**src/rtl/bnn_pkg.sv**
```systemverilog
// Shared definitions for the binarized CNN datapath: top-level state codes, image/kernel sizes
// and the input loader FSM encoding.
package bnn_pkg;

  localparam logic [2:0] s_IDLE    = 3'd0;
  localparam logic [2:0] s_LOAD    = 3'd1;
  localparam logic [2:0] s_LAYER_1 = 3'd2;
  localparam logic [2:0] s_LAYER_2 = 3'd3;
  localparam logic [2:0] s_LAYER_3 = 3'd4;

  localparam int N_PIX    = 784;
  localparam int N_WBITS  = 72;
  localparam int N_WBYTES = 9;
  localparam int IMG_W    = 28;

  typedef enum logic [2:0] {
    LD_IDLE = 3'd0,
    LD_PIX  = 3'd1,
    LD_WGT  = 3'd2,
    LD_CHK  = 3'd3,
    LD_DONE = 3'd4
  } ld_state_e;

  // Pixel binarization: a pixel is set when it reaches the threshold.
  function automatic logic binarize(input logic [7:0] value, input logic [7:0] thresh);
    return (value >= thresh);
  endfunction

endpackage

```
**src/rtl/input_loader.sv**
```systemverilog
// Streams 784 pixels then 9 weight bytes into the flat vectors used by layer one.
// Optional macro LOAD_CHECKSUM_EN adds a trailing mod-256 checksum beat and load_err reporting.
module input_loader
  import bnn_pkg::*;
#(
  parameter logic [7:0] PIX_THRESH = 8'd128
) (
  input  logic               clk,
  input  logic               rst,
  input  logic [2:0]         state,
  input  logic [7:0]         in_data,
  input  logic               in_valid,
  output logic               in_ready,
  output logic [0:N_PIX-1]   pixels,
  output logic [0:N_WBITS-1] weights,
  output logic               load_done,
  output logic               load_err
);

  localparam logic [9:0] PIX_LAST = 10'(N_PIX - 1);
  localparam logic [3:0] WGT_LAST = 4'(N_WBYTES - 1);

  ld_state_e          ld_state_r;
  ld_state_e          ld_next_s;
  logic               in_ready_s;
  logic               accept_s;
  logic               entering_s;
  logic [9:0]         pix_cnt_r;
  logic [3:0]         wgt_cnt_r;
  logic [0:N_PIX-1]   pixels_r;
  logic [0:N_WBITS-1] weights_r;
  logic               load_done_r;

  assign accept_s   = in_valid && in_ready_s;
  assign entering_s = (ld_state_r == LD_IDLE) && (ld_next_s == LD_PIX);

  // FSM state register
  always_ff @(posedge clk or posedge rst) begin
    if (rst) begin
      ld_state_r <= LD_IDLE;
    end else begin
      ld_state_r <= ld_next_s;
    end
  end

  // Next-state logic; leaving s_LOAD mid-stream aborts back to idle
  always_comb begin
    ld_next_s = ld_state_r;
    case (ld_state_r)
      LD_IDLE: begin
        if (state == s_LOAD) ld_next_s = LD_PIX;
        else                 ld_next_s = LD_IDLE;
      end
      LD_PIX: begin
        if (state != s_LOAD)                          ld_next_s = LD_IDLE;
        else if (accept_s && (pix_cnt_r == PIX_LAST)) ld_next_s = LD_WGT;
        else                                          ld_next_s = LD_PIX;
      end
      LD_WGT: begin
        if (state != s_LOAD) begin
          ld_next_s = LD_IDLE;
        end else if (accept_s && (wgt_cnt_r == WGT_LAST)) begin
`ifdef LOAD_CHECKSUM_EN
          ld_next_s = LD_CHK;
`else
          ld_next_s = LD_DONE;
`endif
        end else begin
          ld_next_s = LD_WGT;
        end
      end
      LD_CHK: begin
        if (state != s_LOAD) ld_next_s = LD_IDLE;
        else if (accept_s)   ld_next_s = LD_DONE;
        else                 ld_next_s = LD_CHK;
      end
      LD_DONE: begin
        if (state == s_IDLE) ld_next_s = LD_IDLE;
        else                 ld_next_s = LD_DONE;
      end
      default: ld_next_s = LD_IDLE;
    endcase
  end

  // Ready depends only on the FSM register and the top-level state, never on in_valid
  always_comb begin
    in_ready_s = 1'b0;
    case (ld_state_r)
      LD_PIX, LD_WGT, LD_CHK: begin
        if (state == s_LOAD) in_ready_s = 1'b1;
        else                 in_ready_s = 1'b0;
      end
      default: in_ready_s = 1'b0;
    endcase
  end

  // Beat counters clear on every FSM transition and advance only on accepted beats
  always_ff @(posedge clk or posedge rst) begin
    if (rst) begin
      pix_cnt_r <= 10'd0;
      wgt_cnt_r <= 4'd0;
    end else if (ld_next_s != ld_state_r) begin
      pix_cnt_r <= 10'd0;
      wgt_cnt_r <= 4'd0;
    end else if (accept_s && (ld_state_r == LD_PIX)) begin
      pix_cnt_r <= pix_cnt_r + 10'd1;
    end else if (accept_s && (ld_state_r == LD_WGT)) begin
      wgt_cnt_r <= wgt_cnt_r + 4'd1;
    end
  end

  // Vector capture; weight bytes land MSB first so in_data[7] is the lowest index
  always_ff @(posedge clk or posedge rst) begin
    if (rst) begin
      pixels_r  <= '0;
      weights_r <= '0;
    end else if (accept_s && (ld_state_r == LD_PIX)) begin
      pixels_r[pix_cnt_r] <= binarize(in_data, PIX_THRESH);
    end else if (accept_s && (ld_state_r == LD_WGT)) begin
      weights_r[{wgt_cnt_r, 3'b000} +: 8] <= in_data;
    end
  end

  // load_done tracks entry into DONE, so it rises with the final beat's edge
  always_ff @(posedge clk or posedge rst) begin
    if (rst) begin
      load_done_r <= 1'b0;
    end else begin
      load_done_r <= (ld_next_s == LD_DONE);
    end
  end

`ifdef LOAD_CHECKSUM_EN
  logic [7:0] sum_r;
  logic       load_err_r;

  // Running mod-256 sum of pixel and weight bytes, compared against the trailing beat
  always_ff @(posedge clk or posedge rst) begin
    if (rst) begin
      sum_r      <= 8'd0;
      load_err_r <= 1'b0;
    end else if (entering_s) begin
      sum_r      <= 8'd0;
      load_err_r <= 1'b0;
    end else if (accept_s && ((ld_state_r == LD_PIX) || (ld_state_r == LD_WGT))) begin
      sum_r <= sum_r + in_data;
    end else if (accept_s && (ld_state_r == LD_CHK)) begin
      load_err_r <= (in_data != sum_r);
    end
  end

  assign load_err = load_err_r;
`else
  logic unused_s;
  assign unused_s = entering_s;
  assign load_err = 1'b0;
`endif

  assign in_ready  = in_ready_s;
  assign pixels    = pixels_r;
  assign weights   = weights_r;
  assign load_done = load_done_r;

endmodule

```
**config.mk**
```make
export PLATFORM = sky130hd
export DESIGN_NAME = input_loader
export DESIGN_NICKNAME = d
export VERILOG_FILES = /design/src/rtl/bnn_pkg.sv /design/src/rtl/input_loader.sv
export SDC_FILE = /design/constraint.sdc
export NUM_CORES = 2
export LEC_CHECK = 0
export ABC_AREA = 1
export BUFFER_PORTS_ARGS = -buffer_cell sky130_fd_sc_hd__buf_4
export CAP_MARGIN = 15
export CORE_ASPECT_RATIO = 2
export CORE_MARGIN = 10
export CORE_UTILIZATION = 29
export DETAILED_ROUTE_END_ITERATION = 12
export PLACE_DENSITY = 0.47
export SLEW_MARGIN = 20
export SYNTH_ARGS = -nofsm -noshare
export SYNTH_HDL_FRONTEND = slang
export SYNTH_SLANG_ARGS = --single-unit
```
**constraint.sdc**
```tcl
create_clock -name clk -period 67.5 [get_ports clk]
set_input_delay 6.75 -clock clk [delete_from_list [all_inputs] [get_ports clk]]
set_output_delay 6.75 -clock clk [all_outputs]
set_load 0.05 [all_outputs]
```
Word level (Yosys, flattened, before mapping)
Index checks and enable logic that the tools add are counted.
{ "word_totals": {"out_inout_bits": 859, "regBits": 874, "in_bits": 14, "word_cells": 61} }
{ "op_classes": {"addsub": 3, "n_bitwise": 3, "shift": 2, "eq_ne": 11, "magnitude_cmp": 3, "n_mux": 20, "reduce_logical": 13} }
{ "op_table": {"columns": ["op", "count"], "rows": [
  ["$bwmux W784", 1],
  ["$shift A73 B9 Y72 const A", 1],
  ["$shiftx A73 B9 Y72", 1],
  ["$bwmux W72", 1],
  ["$mux W10", 2],
  ["$mux W3", 5],
  ["$pmux W3 S5", 1],
  ["$mux W4", 3],
  ["$ge A11 B11 Y1 const B", 1],
  ["$lt A11 B1 Y1 const B", 1],
  ["$not A10 Y11", 1],
  ["$add A10 B1 Y10 const B", 1],
  ["$demux W1 S10", 1],
  ["$eq A10 B10 Y1 const B", 1],
  ["$neg A8 Y9", 1],
  ["$ge A8 B8 Y1 const B", 1],
  ["$not A7 Y8", 1],
  ["$eq A3 B1 Y1 const B", 2],
  ["$eq A3 B2 Y1 const B", 2],
  ["$eq A3 B3 Y1 const B", 2],
  ["$logic_and A1 B1 Y1", 6],
  ["$logic_not A3 Y1", 2],
  ["$add A4 B1 Y4 const B", 1],
  ["$eq A4 B4 Y1 const B", 1],
  ["9 further kinds", 15]
]} }

Longest topological paths before layout
{ "depth": {"word_depth": 11, "mapped_depth": 14, "ltp_nobuf": 11} }

Worst setup path after synthesis
No wires, ideal clock.
{ "synth_path": {"kind": "in2out", "start": "input port state[1]", "end": "output port in_ready", "stages": 3, "setup_slack_ns": 53.310, "required_time_ns": 60.750, "t_arrival_ns": 7.440, "n_path_buf": 0, "cell_sequence": "nor2_1 nand2_1 nor2_2"} }
{ "synth_between": {"elab_chain_len": 3} }
{ "synth_lines": {"columns": ["element", "line", "rtl"], "rows": [
  ["start, declared", "input_loader.sv:10", "input logic [2:0] state,"],
  ["$eq A3 B1 Y1", "input_loader.sv:90", "if (state == s_LOAD) in_ready_s = 1'b1;"],
  ["$mux W1", "input_loader.sv:90", null],
  ["$mux W1", "input_loader.sv:88", "case (ld_state_r)"],
  ["end, declared", "input_loader.sv:13", "output logic in_ready,"]
]} }
Every way passes these cells.

Final worst setup path
Ends and elaborated chain as after synthesis.

==> flow_summary.ini <==
[status]
status = finished clean

[logic_synthesis]
yosys.area_share.adder = 0.00357
synth_top_family_by_area = compound AO/OA/AOI/OAI gates
synthMuxAreaShare = 0.000321
ys_types = 31
ys_warn_count = 0
ys_ff_latch = 874
netlist_area_um2 = 35100
avgSynthCellArea_um2 = 10.5
yosys.area_share.simple = 0.0463
synth_compound_area_frac = 0.263
synth-seq-area-share = 0.623
synthXorXnorAreaFrac = 0.00175
synth_nets = 3363
synth_cells = 3339

[floorplan]
die_h_um = 512
rows = 180
pin_count = 873
die_width_um = 266
initial_core_util = 0.292
die_area_um2 = 136000
coreArea_um2 = 120000

[placement]
dpl.hpwl_um = 98600
port_buffers = 871
gp_congestion = 0.871
dp.cells = 5402

[worst_setup_path]
worst_path_max_delay_cell = buf_4
r2r-end = pix_cnt_r[9]$_DFFE_PP0P_
crit_family = simple AND/OR/NAND/NOR gates
max_stage_delay_ns = 0.23
cp.buffers_inverters = 2
worstSetupPathType = input pin to output port
critPathMaxFanout = 3
worstRegToRegCells = 10
r2r_slack_ns = 64.07
start_kind = input pin
critPathCaptureType = output port
required_ns = 60.75
cp.arrival_ns = 7.62
regToRegStartpoint = wgt_cnt_r[0]$_DFFE_PP0P_
cpMostUsedCell = buf_4
cp_cell_sequence = buf_4 -> nor2_1 -> nand2_1 -> nor2_2 -> buf_4

[finish]
num-fill-cells = 12200
layout-drive-gt1-share = 0.285
fin_cells = 5555
utilization = 0.377
synthToLayoutAreaGrowth_pct = 29.1
seq_area_um2 = 21900
fin_nets = 3967
multi_input_area_um2 = 11300

[routing]
drc_errors = 0
dr.pass1.iters = 5
drtIter0Drc = 2830
num_vias = 29200
drt_wl_total_um = 148000
postRouteAntennaNets = 0
wl_per_cell_um = 26.6
vias_per_cell = 5.25

[sta]
min_period_ns = 14.37
hold_viol = 0
slew_headroom = 0.267
skew_ns = 0.0393
final_max_slew_viol_count = 0
tns_ns = 0
worst_slew_pin_slew_ns = 1.10
timing.hold.ws_ns = 0.484
fin_crit_sh = 0.213
rsz0062_at_grt = no
setup_viol_count_final = 0
timing.fmax_ghz = 0.0696

[pwr]
p_sw_w = 0.000242
power_frac_seq = 0.498
power_frac_comb = 0.022
p_leak_nw = 22.0
switching_share = 0.230
p_int_w = 0.000809
power_frac_clock = 0.480
powerDensity_nw_per_um2 = 23.2
irDropWorstVdd_v = 0.0000189

[global_routing]
antenna_found_initial = 1
grt_max_degree = 224
grt_pass1_wl_um = 213000
grt.overflow.total = 0
grt_pass1_vias = 28300
grt_usage = 0.209

[clocking]
cts_hold_buf = 0
clk_path_buf_depth = 3
root_buffer = clkbuf_16
cts_setup_buffers = 0
post_cts_resized = 0
clock_sinks = 874
h-tree-depth = 3
cts.clk_slew.worst_paths_ns = 0.07
cts_buffers = 86
insertion_delay_ns = 0.69
cts_tree = yes

[hold_path]
holdPathEnd = weights[67]$_DFFE_PP0P_
whs_path_depth = 2
hp-class = flop to flop
min_from = weights[67]$_DFFE_PP0P_

[job]
cap_violations = 0
-- cell type report --
type / count / share of cell area
antenna: 1 / 0.0000553
clock buffer: 124 / 0.0560
clock inverter: 28 / 0.00790
inverter: 46 / 0.00414
multi-input combinational: 2000 / 0.250
sequential: 874 / 0.483
tap: 1547 / 0.0427
timing repair buffer: 935 / 0.156
-- cells in the mapped netlist --
| master | n | share of area |
|---|---|---|
| a21oi_1 | 782 | 0.11 |
| a31oi_1 | 782 | 0.14 |
| buf_1 | 3 | 0.00032 |
| buf_12 | 1 | 0.00057 |
| buf_2 | 138 | 0.020 |
| buf_4 | 34 | 0.0073 |
| buf_6 | 14 | 0.0045 |
| clkbuf_1 | 228 | 0.024 |
| clkbuf_2 | 1 | 0.00014 |
| clkinv_1 | 4 | 0.00043 |
| conb_1 | 1 | 0.00011 |
| dfrtp_1 | 874 | 0.62 |
| ha_1 | 10 | 0.0036 |
| inv_1 | 40 | 0.0043 |
| inv_2 | 2 | 0.00021 |
| mux2_2 | 1 | 0.00032 |
| nand2_1 | 183 | 0.020 |
| nand3_1 | 39 | 0.0056 |
| nand4_1 | 11 | 0.0020 |
| nand4_2 | 1 | 0.00036 |
| nor2_1 | 64 | 0.0068 |
| nor2_2 | 18 | 0.0032 |
| nor2_4 | 5 | 0.0016 |
| nor2_8 | 10 | 0.0057 |
| nor3_1 | 5 | 0.00071 |
| nor3_2 | 2 | 0.00057 |
| o211ai_1 | 1 | 0.00021 |
| o21ai_0 | 69 | 0.0098 |
| o31ai_1 | 8 | 0.0017 |
| or2_1 | 1 | 0.00018 |
| xor2_1 | 7 | 0.0017 |
-- power groups by stage --
stage	logic, W	clock network [W]	registers (W)
final	0.0000227	0.000504	0.000524
after global routing	0.0000257	0.000540	0.000523
after CTS	0.0000237	0.000521	0.000524
after detailed placement	0.0000237	0	0.000534
after global placement	0.0000239	0	0.000534
after floorplan	0.0000152	0	0.000535
-- placed cells by master (no fill, tap or decap), types with 10 or more instances in the layout --
| master | netlist | layout |
|---|---|---|
| a21oi_1 | 782 | 782 |
| nand3_1 | 39 | 39 |
| nor2_4 | 5 | 47 |
| clkinv_2 | 0 | 14 |
| dfrtp_1 | 874 | 874 |
| ha_1 | 10 | 10 |
| nor2_8 | 10 | 10 |
| clkbuf_8 | 0 | 20 |
| buf_4 | 34 | 931 |
| nand2_1 | 183 | 182 |
| nor2_1 | 64 | 36 |
| inv_1 | 40 | 39 |
| clkbuf_1 | 228 | 16 |
| clkbuf_16 | 0 | 88 |
| o21ai_0 | 69 | 69 |
| nand4_1 | 11 | 11 |
| a31oi_1 | 782 | 782 |
-- worst reg2reg max path, cell delays in order (launching register included) --
cell      delay [ns]
dfrtp_1         0.32
buf_4           0.20
clkinv_1        0.61
ha_1            0.57
nand2_1         0.09
nor2_1          0.06
nand2_1         0.48
nand3_1         0.14
nand2_1         0.09
nand3_1         0.50
nor2_1          0.27
-- stage by stage --
stage               instance area, um^2  setup slack (ns)  total power, W
finish                            45300             53.13         0.00105
detailed placement                42400             53.18        0.000557
floorplan                         35100             36.19        0.000550
global placement                  42400             53.19        0.000558
CTS                               45300             53.17         0.00107
global route                      45300             53.10         0.00109
-- logic make-up (layout without fill, tap and decap cells) --
logic type                 count (synthesis)  count (layout)
and+or+nand+nor                          339             339
buffers and inverters                    465            1133
AOI/OAI and AO/OA                       1642            1642
xor gates and xnor gates                   7               7
muxes                                      1               1
adders and majority gates                 10              10
DFF                                      874             874
other                                      1               2
-- flip-flops by register name, indices dropped and copies added, names as in the netlist --
name	count
weights	72
ld_state_r	3
pixels	784
pix_cnt_r	10
load_done	1
wgt_cnt_r	4
-- routing by layer --
layer  share of wire  track usage  up-vias  wire [um]
li1                -            -    13500          -
met1            0.39        0.249    14300      57900
met2            0.47        0.342     1214      70100
met3            0.11       0.0847      145      15700
met4           0.027       0.0635        0       3970
met5               0            0        -          0
-- worst max path at each step --
| stage | startpoint | end | depth (start not counted) |
|---|---|---|---|
| 3_5_place_dp | state[1] | in_ready | 5 |
| 5_1_grt | state[1] | in_ready | 5 |
| 4_1_cts | state[1] | in_ready | 5 |
| 6_report | state[1] | in_ready | 5 |
| 3_3_place_gp | state[1] | in_ready | 5 |
| 2_1_floorplan | rst | ld_state_r[0]$_DFF_PP0_ | 1 |
Note: power is estimated with default switching activity, not from simulation.
